File: config.mk
export PLATFORM = sky130hd
export DESIGN_NAME = div
export DESIGN_NICKNAME = d
export VERILOG_FILES = /design/src/rtl/div_pkg.sv /design/src/rtl/div.sv
export SDC_FILE = /design/constraint.sdc
export NUM_CORES = 1
export LEC_CHECK = 0
export CORE_UTILIZATION = 30
export CTS_BUF_LIST = sky130_fd_sc_hd__clkbuf_2
export DETAILED_ROUTE_END_ITERATION = 10
export GPL_TIMING_DRIVEN = 1
export SYNTH_ARGS = -nofsm -noshare
export SYNTH_HDL_FRONTEND = slang
export SYNTH_SLANG_ARGS = --single-unit
File: constraint.sdc
create_clock -name clk -period 5.1 [get_ports clk]
set_input_delay 1.02 -clock clk [delete_from_list [all_inputs] [get_ports clk]]
set_output_delay 1.02 -clock clk [all_outputs]
set_load 0.005 [all_outputs]
File: src/rtl/div_pkg.sv
`default_nettype none
// ============================================================================
//  Module   : div_pkg
//  Purpose  : Shared constants and types for the multi-cycle divider.
//             Holds the 2-bit divider state codes, ready/start encodings and
//             the double-width result bus type.
//  Revision : 1.0 - initial release
// ============================================================================
package div_pkg;

    // Divider FSM state codes
    localparam logic [1:0] DivFree   = 2'b00;
    localparam logic [1:0] DivByZero = 2'b01;
    localparam logic [1:0] DivOn     = 2'b10;
    localparam logic [1:0] DivEnd    = 2'b11;

    // Result-ready flag encodings
    localparam logic DivResultReady    = 1'b1;
    localparam logic DivResultNotReady = 1'b0;

    // Start request encodings
    localparam logic DivStart = 1'b1;
    localparam logic DivStop  = 1'b0;

    // {remainder, quotient} bus
    localparam int DOUBLE_REG_BUS_MSB = 63;
    typedef logic [DOUBLE_REG_BUS_MSB:0] double_reg_bus_t;

    typedef enum logic [1:0] {
        ST_FREE   = DivFree,
        ST_BYZERO = DivByZero,
        ST_ON     = DivOn,
        ST_END    = DivEnd
    } div_state_e;

endpackage : div_pkg
`default_nettype wire

File: src/rtl/div.sv
`default_nettype none
// ============================================================================
//  Module   : div
//  Purpose  : Multi-cycle 32-bit restoring divider (one quotient bit per
//             clock) sitting beside the EX stage. Supports signed (DIV) and
//             unsigned (DIVU) operation; divide-by-zero returns zero.
//  Ports    : clk           - clock, rising edge
//             rst           - synchronous active-high reset
//             signed_div_i  - 1 = two's-complement divide, 0 = unsigned
//             opdata1_i     - dividend
//             opdata2_i     - divisor
//             start_i       - divide request, held until ready_o
//             annul_i       - abort an in-flight divide
//             result_o      - {remainder, quotient}, registered
//             ready_o       - result valid, registered
//  Revision : 1.0 - initial release
// ============================================================================
module div
    import div_pkg::*;
#(
    parameter int WIDTH = 32
) (
    input  logic               clk,
    input  logic               rst,
    input  logic               signed_div_i,
    input  logic [WIDTH-1:0]   opdata1_i,
    input  logic [WIDTH-1:0]   opdata2_i,
    input  logic               start_i,
    input  logic               annul_i,
    output logic [2*WIDTH-1:0] result_o,
    output logic               ready_o
);

    div_state_e         state_q, state_d;
    logic [5:0]         cnt_q, cnt_d;
    // {partial remainder, dividend/quotient}. The 65th bit of the working
    // register is only ever needed on the final step, where it is taken
    // straight from the step logic, so it is not stored.
    logic [2*WIDTH-1:0] work_q, work_d;
    logic [WIDTH-1:0]   divisor_q, divisor_d;
    logic               sign_quo_q, sign_quo_d;
    logic               sign_rem_q, sign_rem_d;
    logic [2*WIDTH-1:0] result_q, result_d;
    logic               ready_q, ready_d;

    logic [WIDTH-1:0]   w_op1_mag;
    logic [WIDTH-1:0]   w_op2_mag;
    logic [WIDTH:0]     w_diff;
    logic [2*WIDTH:0]   w_step;
    logic [WIDTH-1:0]   w_quot;
    logic [WIDTH-1:0]   w_rem;

    // Magnitudes of the operands for signed mode
    assign w_op1_mag = (signed_div_i && opdata1_i[WIDTH-1]) ? (~opdata1_i + 1'b1) : opdata1_i;
    assign w_op2_mag = (signed_div_i && opdata2_i[WIDTH-1]) ? (~opdata2_i + 1'b1) : opdata2_i;

    // One restoring step: trial subtract; a borrow (bit WIDTH) means keep
    // the old partial remainder and shift in 0, otherwise keep the
    // difference and shift in 1.
    assign w_diff = {1'b0, work_q[2*WIDTH-1:WIDTH]} - {1'b0, divisor_q};
    assign w_step = w_diff[WIDTH] ? {work_q, 1'b0}
                                  : {w_diff[WIDTH-1:0], work_q[WIDTH-1:0], 1'b1};

    // Final sign correction applied on the last step
    assign w_quot = sign_quo_q ? (~w_step[WIDTH-1:0] + 1'b1) : w_step[WIDTH-1:0];
    assign w_rem  = sign_rem_q ? (~w_step[2*WIDTH:WIDTH+1] + 1'b1) : w_step[2*WIDTH:WIDTH+1];

    always_ff @(posedge clk) begin
        if (rst) begin
            state_q    <= ST_FREE;
            cnt_q      <= 6'd0;
            work_q     <= '0;
            divisor_q  <= '0;
            sign_quo_q <= 1'b0;
            sign_rem_q <= 1'b0;
            result_q   <= '0;
            ready_q    <= DivResultNotReady;
        end else begin
            state_q    <= state_d;
            cnt_q      <= cnt_d;
            work_q     <= work_d;
            divisor_q  <= divisor_d;
            sign_quo_q <= sign_quo_d;
            sign_rem_q <= sign_rem_d;
            result_q   <= result_d;
            ready_q    <= ready_d;
        end
    end

    always_comb begin
        state_d    = state_q;
        cnt_d      = cnt_q;
        work_d     = work_q;
        divisor_d  = divisor_q;
        sign_quo_d = sign_quo_q;
        sign_rem_d = sign_rem_q;
        result_d   = result_q;
        ready_d    = ready_q;

        case (state_q)
            ST_FREE: begin
                result_d = '0;
                ready_d  = DivResultNotReady;
                if (start_i == DivStart && !annul_i) begin
                    if (opdata2_i == '0) begin
                        state_d = ST_BYZERO;
                    end else begin
                        state_d    = ST_ON;
                        cnt_d      = 6'd0;
                        // Pre-shifted so the first dividend bit already
                        // sits in the partial remainder.
                        work_d     = {{(WIDTH-1){1'b0}}, w_op1_mag, 1'b0};
                        divisor_d  = w_op2_mag;
                        sign_quo_d = signed_div_i & (opdata1_i[WIDTH-1] ^ opdata2_i[WIDTH-1]);
                        sign_rem_d = signed_div_i & opdata1_i[WIDTH-1];
                    end
                end
            end
            ST_BYZERO: begin
                state_d  = ST_END;
                result_d = '0;
                ready_d  = DivResultReady;
            end
            ST_ON: begin
                if (annul_i) begin
                    state_d  = ST_FREE;
                    result_d = '0;
                    ready_d  = DivResultNotReady;
                end else begin
                    work_d = w_step[2*WIDTH-1:0];
                    cnt_d  = cnt_q + 6'd1;
                    if (cnt_q == 6'(WIDTH-1)) begin
                        state_d  = ST_END;
                        result_d = {w_rem, w_quot};
                        ready_d  = DivResultReady;
                    end
                end
            end
            ST_END: begin
                if (start_i == DivStop) begin
                    state_d  = ST_FREE;
                    result_d = '0;
                    ready_d  = DivResultNotReady;
                end
            end
            default: begin
                state_d  = ST_FREE;
                result_d = '0;
                ready_d  = DivResultNotReady;
            end
        endcase
    end

    assign result_o = result_q;
    assign ready_o  = ready_q;

endmodule : div
`default_nettype wire

### Word level (Yosys, flattened, before mapping)

Index checks and enable logic that the tools add are counted.

* register bits after elaboration: 171
* input bits: 69
* output and inout port bits: 65
* logic and storage cells: 70

* $add $sub $neg: 6
* equal/unequal tests: 9
* muxes and demuxes: 27
* bitwise logic cells: 8
* reduce and logical (&&, ||, !) cells: 12

Operator list (number)
* two-way mux 64 bit: 6
* case mux 64 bit (3 select lines): 1
* adder 32 x 1 -> 32 bit, second input constant: 4
* two-way mux 32 bit: 4
* NOT 32 bit: 4
* case mux 64 bit (2 select lines): 1
* two-way mux 65 bit: 1
* subtractor 32 x 32 -> 33 bit: 1
* logical NOT 32 bit: 1
* two-way mux 6 bit: 3
* case mux 6 bit (2 select lines): 1
* two-way mux 2 bit: 5
* != test 2 bit, second input constant: 4
* case mux 2 bit (4 select lines): 1
* adder 6 x 1 -> 6 bit, second input constant: 1
* == test 6 x 5 -> 1 bit, second input constant: 1
* AND reduction 3 bit: 2
* == test 2 bit, second input constant: 2
* case mux 1 bit (4 select lines): 1
* AND reduction 4 bit: 1
* logical AND 1 bit: 3
* two-way mux 1 bit: 3
* != test 3 bit, second input constant: 1
* bitwise AND 1 bit: 2
* other kinds (8): 8

### Depth between registers and ports, before layout

Gate-level depths: netlist (run 1).

* word-level depth: 8
* depth in mapped cells: 23
* depth with buffers taken out: 18

### Worst setup path after synthesis (run 1)

Ideal clock, no wire load.

* path kind: reg-to-reg
* start point: register work_q[32]
* end point: register result_q[60] (netlist: result_o[60])
* setup time: 0.129 ns
* arrival: 4.213 ns
* data required time: 4.971 ns
* path slack: 0.758 ns
* stages on the path, launching flop included: 23
* path buffers: 5
* clock period less this slack: 4.342 ns
* cells stage by stage: dfxtp_1 -> inv_1 -> ha_1 -> fa_1 -> nand2b_1 -> a21oi_4 -> o21ai_4 -> a211o_1 -> buf_6 -> nand2_4 -> buf_2 -> buf_2 -> buf_4 -> buf_2 -> nand2_1 -> o21ai_0 -> ha_1 -> nand4_1 -> a21oi_1 -> nand4_1 -> o31ai_1 -> xor2_1 -> o21ai_0

* longest elaborated chain between the ends: 8

RTL lines
* start, declared: line div.sv:39 `logic [2*WIDTH-1:0] work_q, work_d;`
* start signal, assigned: line div.sv:81 `work_q <= work_d;`
* subtractor 32 x 32 -> 33 bit: line div.sv:60 `assign w_diff = {1'b0, work_q[2*WIDTH-1:WIDTH]} - {1'b0, divisor_q};`
* two-way mux 65 bit *: line div.sv:61 `assign w_step = w_diff[WIDTH] ? {work_q, 1'b0}`
* NOT 32 bit: line div.sv:66 `assign w_rem = sign_rem_q ? (~w_step[2*WIDTH:WIDTH+1] + 1'b1) : w_step[2*WIDTH:WIDTH+1];`
* adder 32 x 1 -> 32 bit: line div.sv:66
* two-way mux 32 bit *: line div.sv:66
* two-way mux 64 bit *: line div.sv:132 `if (cnt_q == 6'(WIDTH-1)) begin`
* two-way mux 64 bit *: line div.sv:125 `if (annul_i) begin`
* case mux 64 bit (3 select lines) *: line div.sv:100 `case (state_q)`
* end signal, assigned: line div.sv:85 `result_q <= result_d;`
* end, declared: line div.sv:43 `logic [2*WIDTH-1:0] result_q, result_d;`

Mark *: on every way between the ends. The rest lies on a longest branch, timed or not. The select of a mux whose other input is x is not followed.
A chain may end at the register's enable or synchronous reset.

### Final worst setup path (run 1)

* start point: register work_q[32]
* end point: register result_q[57] (netlist: result_o[57])

Same word-level chain as after synthesis.

==> results of run 1 <==
[Yosys cell counts, drive strengths merged, types with 10 or more instances]
library cell  number  area share
nand2            217       0.068
o21ai            119       0.050
o41ai             13       0.011
ha                41       0.042
nand4             20       0.011
nor4              16      0.0088
nand3             25       0.010
a21o              12      0.0074
a22oi             50       0.031
inv               58       0.018
o31ai             27       0.017
dfxtp            171        0.28
or4               15       0.011
or3               18       0.010
buf               38       0.017
nor2             203       0.063
o211ai            10      0.0062
xnor2             76       0.055
a21oi            142       0.061
clkbuf            66       0.023
xor2              58       0.042
a211oi            38       0.024
nor3              37       0.016
mux2i             16       0.013
nand2b            10      0.0052
and3              18      0.0093
nor2b             10      0.0052
[report_power, final]
part           switching, uW  leakage (uW)  internal, uW
logic                   1690       0.00371           964
registers                129       0.00139          1460
clock network            631      0.000155           171
[layer usage]
metal,routed length (um),share of wire,global-route usage
met4,1190,0.030,0.0687
met3,1750,0.044,0.0274
met1,18400,0.47,0.252
met2,18100,0.46,0.315
met5,0,0,0
[cells in the final DEF, fill, tap and decap left out, drive strengths merged, types with 6 or more instances in the layout]
master         netlist  layout
a211o                7       7
a211oi              38      38
a21boi               6       6
a21o                12      12
a21oi              142     142
a22oi               50      50
and2                 7       7
and3                18      18
buf                 38      33
clkbuf              66      17
clkdlybuf4s50        0     132
clkinv               0       8
dfxtp              171     171
ha                  41      41
inv                 58      65
mux2i               16      16
nand2              217     217
nand2b              10      10
nand3               25      25
nand4               20      20
nor2               203     203
nor2b               10      10
nor3                37      37
nor4                16      16
o211a                7       7
o211ai              10      10
o21ai              119     119
o31ai               27      27
o41ai               13      13
or2                  8       8
or3                 18      18
or4                 15      15
xnor2               76      76
xor2                58      58
[state kept, by name (all words and copies together), names as in the netlist]
register,count
divisor_q,32
result_o,64
cnt_q,6
work_q,64
state_q,2
sign_quo_q,1
ready_o,1
sign_rem_q,1
[logic make-up after synthesis]
family,Yosys count,share of synthesized area
muxes,17,0.0142
xor gates and xnor gates,134,0.0970
buffers and inverters,162,0.0579
AOI/OAI and AO/OA,484,0.263
adders and majority gates,42,0.0441
DFF,171,0.283
and+or+nand+nor,626,0.241
[per-stage QoR]
stage / area (um^2) / worst slack (ps) / hold slack (ps)
after global routing: 14200 / 337 / 487
after floorplan: 12100 / 758 / 432
after CTS: 14200 / 767 / 468
final: 14200 / 734 / 465
after detailed placement: 13900 / 552 / 441
after global placement: 13900 / 599 / 438
[worst max-delay path, stage by stage, from the launching register on]
cell and delay [ps]:
sky130_fd_sc_hd__dfxtp_1 460, sky130_fd_sc_hd__inv_1 90, sky130_fd_sc_hd__ha_1 230, sky130_fd_sc_hd__fa_1 400, sky130_fd_sc_hd__nand2b_1 270, sky130_fd_sc_hd__a21oi_4 270, sky130_fd_sc_hd__o21ai_4 130, sky130_fd_sc_hd__a211o_1 330
sky130_fd_sc_hd__nand2_4 190, sky130_fd_sc_hd__buf_4 320, sky130_fd_sc_hd__mux2i_1 360, sky130_fd_sc_hd__nor4b_2 300, sky130_fd_sc_hd__o211ai_1 260, sky130_fd_sc_hd__o41ai_2 390, sky130_fd_sc_hd__xor2_1 230, sky130_fd_sc_hd__o21ai_1 70
[area by class of cell]
| type | instances | area [um^2] | share of cell area |
|---|---|---|---|
| flip-flops and latches | 171 | 3420 | 0.242 |
| diodes | 1 | 2.50 | 0.000177 |
| well taps | 525 | 657 | 0.0464 |
| clock inverters | 15 | 178 | 0.0126 |
| clock buffers | 17 | 85.1 | 0.00601 |
| repair buffers | 165 | 1590 | 0.113 |
| multi-input cells | 1303 | 8000 | 0.565 |
| inverters | 58 | 218 | 0.0154 |
[worst max-delay path by stage]
| stage | cells after the start | slack (ps) | endpoint | from |
|---|---|---|---|---|
| floorplan | 22 | 760 | result_o[60] | work_q[32] |
| global placement | 15 | 600 | work_q[18] | opdata2_i[0] |
| CTS | 15 | 770 | result_o[57] | work_q[32] |
| finish | 15 | 730 | result_o[57] | work_q[32] |
| detailed placement | 15 | 550 | work_q[25] | opdata2_i[0] |
| global route | 15 | 340 | result_o[57] | work_q[32] |
==> flow_summary_export.csv, run 1 <==
group,metric,value,unit
status,status,"complete, no violations",
worst_setup_path,crit_type,"reg2reg",
sta,fin_crit_sh,0.856,
worst_setup_path,timing.reg2reg.worst_path_depth,15,
detailed_routing,drt-vias-per-instance,5.34,
clock_network,htree_num_levels,4,
grt,vias_in_the_first_global_route,11300,
clock_network,clk_latency,860,ps
detailed_routing,drt_pre_antenna_iters,6,
floorplanning,horiz_die_dim,203,um
yosys,synth_cell_type_count,89,
place,detailed_place_hpwl,30600,um
grt,grt_overflow_total,0,
worst_setup_path,rr_endpoint,"result_o[57]",
grt,globalRouteTotalUtil,0.191,
floorplanning,floorplan.initialDensity,0.304,
clock_network,clock_tree_from_tritoncts,"yes",
floorplanning,io-pin-count,134,
worst_hold_path,worstHoldPathType,"reg2reg",
clock_network,cts_buffer_depth,2,
detailed_routing,antenna_violating_nets_post_route,0,
yosys,synthesis.instances,1636,
clock_network,clk_sinks,171,
detailed_routing,route.vias.total,12000,
worst_setup_path,timing.reg2reg.setup_slack,730,ps
floorplanning,die-area,41100,um^2
clock_network,post_cts_buffers,0,
yosys,syn-num-nets,1747,
cells_and_area,final.fill_count,4195,
sta,period_needed,4370,ps
sta,setup_viol,0,
cells_and_area,area_growth_syn_to_layout,17.0,%
yosys,yosys_register_bits,171,
yosys,synthesis.yosys.warnings,0,
cells_and_area,finalNetCount,1827,
sta,slew-limit-headroom,0.228,
cells_and_area,fraction_of_final_layout_cells_sized_beyond_drive_strength_1,0.0630,
detailed_routing,route.detailed.wl_per_inst,17.5,um
pwr,finalPower,5050,uW
place,port_buffers,133,
floorplanning,placementRows,73,
detailed_routing,route.final.wire_length,39400,um
place,place_congestion,0.928,
floorplanning,core_area,39700,um^2
detailed_routing,dr.first_iter.drc_count,838,
clock_network,post_cts_resized,0,
yosys,synth_area_per_cell,7.39,um^2
grt,antenna_found_initial,1,
pwr,power_density,357,nW/um^2
worst_setup_path,rr_startpoint,"work_q[32]",
sta,grt_setup_unrepaired,"no",
worst_setup_path,setup.worst_path.end_class,"flip-flop",
sta,max_slew.worst_pin.slew,1160,ps
sta,hold_viol_final,0,
worst_setup_path,critPathRequiredTime,5860,ps
yosys,postSynth.asyncResetShare,0,
floorplanning,overall_die_height,203,um
yosys,seq_area_frac_synth,0.283,
worst_setup_path,critical_path_peak_fanout,23,
clock_network,cts.clk_slew.worst_paths,320,ps
cells_and_area,stdcell_count,2255,
sta,max_fclk,229,MHz
yosys,synth.cell_area,12100,um^2
sta,fin_setup_tns,0,ps
worst_setup_path,worst_setup_path_start_kind,"flip-flop",
grt,pin_count_of_the_biggest_net_entering_global_routing,106,
grt,grt_pass1_wl,62500,um
pwr,power.leakage,0.00525,uW
worst_hold_path,hold_path_depth,2,
worst_hold_path,worst_hold_startpoint,"result_o[57]",
clock_network,hold_fix_buffer_count_after_cts,0,
worst_setup_path,worst-endpoint-arrival,5130,ps
clock_network,tritoncts.num_buffers,17,
sta,timing_max_transition_violations_final,0,
clock_network,ctsRootBufferMaster,"sky130_fd_sc_hd__clkbuf_2",
sta,setup_skew,88.0,ps
yosys,synth_enable_flop_cells,0,
detailed_routing,drc,0,
pwr,ir_worst_vdd,0.000140,V
worst_hold_path,hold_end,"result_o[57]",
flow_run,cap_viol_max_count,0,
yosys,synth-main-ff-cell,"sky130_fd_sc_hd__dfxtp_1",
cells_and_area,post-route-util,0.356,
place,numPlacedInstances,2222,
(Power assumes the default switching activity.)
==> inputs of run 2 (changes only) <==
--- a/config.mk
+++ b/config.mk
@@ -5,6 +5,7 @@
 export SDC_FILE = /design/constraint.sdc
 export NUM_CORES = 1
 export LEC_CHECK = 0
+export CORE_MARGIN = 8
 export CORE_UTILIZATION = 30
 export CTS_BUF_LIST = sky130_fd_sc_hd__clkbuf_2
 export DETAILED_ROUTE_END_ITERATION = 10
==> run 2 against run 1 <==
  * Sequential cell count unchanged
  * Non-clock buffer count decreased by 4
  * Wire length increased by 1.1%
  * Via count decreased by 0.79%
  * Setup slack got worse by 160 ps
  * First-iteration DRC count increased by 17%
  * Hold slack improved by 5.6 ps
  * Sequential power about the same
  * Largest cell class unchanged
==> flow_summary_export.csv, run 2 (same netlist as run 1, synthesis figures left out) <==
group,metric,value,unit
status,status,"complete, no violations",
cells_and_area,multi_input_comb_area,8000,um^2
worst_setup_path,rr_startpoint,"work_q[32]",
sta,period_needed,4530,ps
worst_hold_path,worstHoldPathType,"reg2reg",
floorplanning,floorplan.initialDensity,0.304,
clock_network,tritoncts.num_buffers,17,
sta,timing_max_transition_violations_final,0,
pwr,ir_worst_vdd,0.000175,V
cells_and_area,ff_latch_area,3420,um^2
detailed_routing,drc,0,
floorplanning,core_area,39700,um^2
grt,vias_in_the_first_global_route,11400,
detailed_routing,route.final.wire_length,39800,um
floorplanning,die-area,47000,um^2
detailed_routing,route.vias.total,12000,
worst_setup_path,worst_setup_path_start_kind,"flip-flop",
clock_network,post_cts_resized,0,
sta,setup_skew,94.7,ps
worst_setup_path,crit_path_max_incr_delay,460,ps
cells_and_area,most-common-layout-cells,"sky130_fd_sc_hd__nand2_1, sky130_fd_sc_hd__nor2_1, sky130_fd_sc_hd__dfxtp_1",
grt,antenna_found_initial,1,
clock_network,clk_sinks,171,
sta,setup_viol,0,
worst_setup_path,crit_path_start,"work_q[32]",
cells_and_area,area_growth_syn_to_layout,16.7,%
place,port_buffers,133,
worst_hold_path,worst_hold_startpoint,"work_q[31]",
clock_network,clk_latency,850,ps
detailed_routing,drt-vias-per-instance,5.31,
sta,max_slew.worst_pin.slew,1080,ps
clock_network,hold_fix_buffer_count_after_cts,0,
pwr,power_density,353,nW/um^2
clock_network,post_cts_buffers,0,
worst_setup_path,crit_type,"reg2reg",
sta,fin_crit_sh,0.887,
worst_setup_path,cpMaxStageDelayCell,"sky130_fd_sc_hd__dfxtp_1",
cells_and_area,layout_commonest_cell,"sky130_fd_sc_hd__nand2_1",
detailed_routing,dr.first_iter.drc_count,983,
clock_network,cts_buffer_depth,2,
clock_network,ctsRootBufferMaster,"sky130_fd_sc_hd__clkbuf_2",
worst_setup_path,critical_path_peak_fanout,27,
worst_setup_path,critPathRequiredTime,5800,ps
clock_network,cts.clk_slew.worst_paths,360,ps
grt,globalRouteTotalUtil,0.165,
cells_and_area,finalNetCount,1823,
floorplanning,overall_die_height,217,um
place,place_area,13900,um^2
detailed_routing,route.detailed.wl_per_inst,17.7,um
cells_and_area,finalInstanceArea,14100,um^2
worst_setup_path,setup.worst_path.end_class,"flip-flop",
sta,hold_viol_final,0,
worst_setup_path,critPathBufInv,2,
detailed_routing,antenna_violating_nets_post_route,0,
grt,pin_count_of_the_biggest_net_entering_global_routing,98,
place,detailed_place_hpwl,31200,um
clock_network,clock_tree_from_tritoncts,"yes",
flow_run,cap_viol_max_count,0,
sta,fin_setup_tns,0,ps
cells_and_area,fraction_of_final_layout_cells_sized_beyond_drive_strength_1,0.0609,
sta,slew-limit-headroom,0.280,
grt,grt_overflow_total,0,
cells_and_area,final.fill_count,4227,
floorplanning,horiz_die_dim,217,um
worst_setup_path,timing.critical_path.max_delay_family,"compound AO/OA/AOI/OAI gates",
detailed_routing,drt_pre_antenna_iters,5,
floorplanning,io-pin-count,134,
sta,max_fclk,221,MHz
pwr,power.leakage,0.00523,uW
grt,grt_pass1_wl,63400,um
pwr,finalPower,4990,uW
worst_setup_path,worst-endpoint-arrival,5220,ps
floorplanning,placementRows,73,
clock_network,htree_num_levels,4,
sta,grt_setup_unrepaired,"no",
worst_setup_path,cp_cell_sequence,"inv_1 > ha_1 > fa_1 > nand2b_1 > a21oi_4 > o21ai_4 > a211o_1 > nand2_4 > buf_4 > mux2i_1 > nor4b_2 > o211ai_1 > o41ai_2 > xor2_1 > o21ai_1",
place,place_congestion,0.920,
-- run 2: tightest hold or removal path, stage by stage (launching register included) --
cell                      delay [ps]
sky130_fd_sc_hd__dfxtp_1         390
sky130_fd_sc_hd__nand2_1          50
sky130_fd_sc_hd__a21oi_1          50
-- run 2: cell type report --
type / count / share of cell area
diodes: 1 / 0.000177
clock buffers: 17 / 0.00603
clock inverters: 15 / 0.0121
inverters: 58 / 0.0154
multi-input cells: 1303 / 0.566
flip-flops and latches: 171 / 0.242
well taps: 525 / 0.0465
repair buffers: 161 / 0.111
-- run 2: metrics by stage --
step	util	setup WS, ps	hold slack [ps]	instances
after floorplan	-	758	432	1636
after global placement	0.349	590	436	2218
after detailed placement	0.349	525	444	2218
after CTS	0.355	636	471	2250
after global routing	0.355	289	489	2251
final	0.355	574	470	2251
-- run 2: worst paths after layout --
kind / end / slack (ps) / depth (start not counted)
max: result_o[57] / 570 / 15
min: work_q[31] / 470 / 2
max reg2reg: result_o[57] / 570 / 15
min reg2reg: work_q[31] / 470 / 2
-- run 2: metal layers --
layer  up-vias  GRT usage  part of all wire
met5         -          0                 0
met4         0     0.0525             0.023
met3        54     0.0272             0.044
met2       300      0.277              0.47
met1      5621      0.215              0.46
li1       5975          -                 -
-- run 2: power by group --
| part | switching, uW | leakage (uW) | internal (uW) |
|---|---|---|---|
| sequential | 128 | 0.00139 | 1460 |
| clock | 592 | 0.000151 | 169 |
| combinational | 1690 | 0.00369 | 942 |
==> inputs of run 3 (changes only) <==
--- a/config.mk
+++ b/config.mk
@@ -5,11 +5,13 @@
 export SDC_FILE = /design/constraint.sdc
 export NUM_CORES = 1
 export LEC_CHECK = 0
-export CORE_MARGIN = 8
+export CAP_MARGIN = 5
+export CORE_MARGIN = 5
 export CORE_UTILIZATION = 30
 export CTS_BUF_LIST = sky130_fd_sc_hd__clkbuf_2
 export DETAILED_ROUTE_END_ITERATION = 10
 export GPL_TIMING_DRIVEN = 1
+export PLACE_DENSITY = 0.46
 export SYNTH_ARGS = -nofsm -noshare
 export SYNTH_HDL_FRONTEND = slang
 export SYNTH_SLANG_ARGS = --single-unit
==> run 3 against run 2 <==
  * Via count fell by 0.37%
  * Register-to-register slack improved by 150 ps
  * Combinational power rose by 3%
  * Sequential power barely moved
  * Global-route usage rose by 1.8 points
  * Wire length rose by 4.6%
  * Critical endpoint is now result_o[60]
==> flow_summary_export.csv, run 3 (same netlist as run 1, synthesis figures left out) <==
group,metric,value,unit
status,status,"complete, no violations",
sta,slew-limit-headroom,0.416,
worst_setup_path,worst_setup_path_start_kind,"flip-flop",
floorplanning,placementRows,73,
detailed_routing,antenna_violating_nets_post_route,0,
clock_network,htree_num_levels,4,
place,port_buffers,133,
cells_and_area,post-route-util,0.356,
floorplanning,horiz_die_dim,211,um
floorplanning,floorplan.initialDensity,0.304,
sta,hold_viol_final,0,
detailed_routing,drt_pre_antenna_iters,5,
detailed_routing,route.detailed.wl_per_inst,18.4,um
sta,max_fclk,228,MHz
worst_setup_path,rr_startpoint,"work_q[32]",
sta,setup_skew,59.4,ps
worst_setup_path,critical_path_peak_fanout,13,
clock_network,clock_tree_from_tritoncts,"yes",
clock_network,clk_latency,840,ps
place,placement.setup.worst_slack,351,ps
worst_setup_path,timing.reg2reg.worst_path_depth,17,
grt,grt_overflow_total,0,
grt,pin_count_of_the_biggest_net_entering_global_routing,67,
clock_network,clk_sinks,171,
detailed_routing,drc,0,
place,detailed_place_hpwl,32300,um
sta,setup_slack,723,ps
worst_setup_path,setup.worst_path.end_class,"flip-flop",
sta,grt_setup_unrepaired,"no",
pwr,power_density,358,nW/um^2
worst_hold_path,worstHoldPathType,"reg2reg",
clock_network,cts_buffer_depth,2,
clock_network,ctsRootBufferMaster,"sky130_fd_sc_hd__clkbuf_2",
worst_setup_path,worst-endpoint-arrival,5130,ps
floorplanning,io-pin-count,134,
cells_and_area,fraction_of_final_layout_cells_sized_beyond_drive_strength_1,0.0652,
cells_and_area,area_growth_syn_to_layout,17.3,%
clock_network,post_cts_buffers,0,
place,place_congestion,0.902,
floorplanning,overall_die_height,211,um
sta,fin_crit_sh,0.858,
cells_and_area,ff_latch_area,3420,um^2
clock_network,cts.clk_slew.worst_paths,300,ps
sta,fin_setup_tns,0,ps
worst_setup_path,timing.reg2reg.setup_slack,720,ps
clock_network,post_cts_resized,0,
cells_and_area,stdcell_count,2260,
worst_setup_path,critPathRequiredTime,5850,ps
detailed_routing,route.final.wire_length,41700,um
sta,period_needed,4380,ps
place,numPlacedInstances,2227,
flow_run,cap_viol_max_count,0,
grt,globalRouteTotalUtil,0.183,
sta,max_slew.worst_pin.slew,866,ps
grt,antenna_found_initial,2,
sta,timing.hold.ws,474,ps
detailed_routing,drt-vias-per-instance,5.27,
grt,vias_in_the_first_global_route,11500,
worst_setup_path,crit_end,"result_o[60]",
worst_setup_path,rr_endpoint,"result_o[60]",
pwr,power.leakage,0.00527,uW
worst_setup_path,crit_type,"reg2reg",
clock_network,hold_fix_buffer_count_after_cts,0,
detailed_routing,route.vias.total,11900,
floorplanning,die-area,44400,um^2
floorplanning,core_area,39800,um^2
worst_setup_path,crit_path_start,"work_q[32]",
cells_and_area,finalNetCount,1832,
cells_and_area,layout_commonest_cell,"sky130_fd_sc_hd__nand2_1",
grt,grt_pass1_wl,65200,um
cells_and_area,most-common-layout-cells,"sky130_fd_sc_hd__nand2_1, sky130_fd_sc_hd__nor2_1, sky130_fd_sc_hd__dfxtp_1",
cells_and_area,final.fill_count,4346,
pwr,ir_worst_vdd,0.000295,V
cells_and_area,multi_input_comb_area,8000,um^2
detailed_routing,dr.first_iter.drc_count,675,
sta,timing_max_transition_violations_final,0,
clock_network,tritoncts.num_buffers,17,
sta,setup_viol,0,
[run 3: cell types whose count changed in the layout (fill, tap and decap cells not counted), moves of 2 or more]
cell                       change
sky130_fd_sc_hd__inv_6         +5
sky130_fd_sc_hd__buf_4         +8
sky130_fd_sc_hd__inv_8         -4
sky130_fd_sc_hd__clkinv_8      -2
sky130_fd_sc_hd__clkinv_4      -2
[run 3: how the worst min path moves through the flow]
stage,start,to,depth (start not counted)
after floorplan,divisor_q[21],divisor_q[21],2
after global placement,result_o[60],result_o[60],2
after detailed placement,result_o[55],result_o[55],2
after CTS,result_o[57],result_o[57],2
after global routing,divisor_q[21],divisor_q[21],2
final,sign_rem_q,sign_rem_q,2
[run 3: worst max-delay path, stage by stage, from the launching register on]
cell	delay (ps)
sky130_fd_sc_hd__dfxtp_1	450
sky130_fd_sc_hd__inv_1	90
sky130_fd_sc_hd__ha_1	230
sky130_fd_sc_hd__fa_1	400
sky130_fd_sc_hd__nand2b_1	270
sky130_fd_sc_hd__a21oi_4	290
sky130_fd_sc_hd__o21ai_4	130
sky130_fd_sc_hd__a211o_1	330
sky130_fd_sc_hd__nand2_4	200
sky130_fd_sc_hd__nand2_1	70
sky130_fd_sc_hd__o21ai_0	140
sky130_fd_sc_hd__ha_1	340
sky130_fd_sc_hd__nand4_1	200
sky130_fd_sc_hd__a21oi_1	250
sky130_fd_sc_hd__nand4_1	260
sky130_fd_sc_hd__o31ai_1	390
sky130_fd_sc_hd__xor2_1	170
sky130_fd_sc_hd__o21ai_0	80
[run 3: layout make-up]
type,count,area share
antenna,2,0.000353
inverter,58,0.0153
clock buffer,17,0.00600
tap,525,0.0463
sequential,171,0.241
clock inverter,14,0.0110
timing repair buffer,170,0.116
multi-input combinational,1303,0.564
[run 3: report_power, final]
part	internal (uW)	switching, uW	total (uW)
logic	970	1750	2720
registers	1460	117	1580
clock network	198	581	779
[run 3: per-stage QoR]
step,area [um^2],power (uW)
floorplan,12100,3470
global placement,13900,4320
detailed placement,13900,4320
CTS,14200,5130
global route,14200,5500
finish,14200,5080
[run 3: metal layers]
metal | global-route usage | vias up | part of all wire
met2 | 0.312 | 221 | 0.48
met4 | 0.0494 | 0 | 0.021
li1 | - | 6001 | -
met3 | 0.0264 | 38 | 0.029
met5 | 0 | - | 0
met1 | 0.244 | 5646 | 0.47
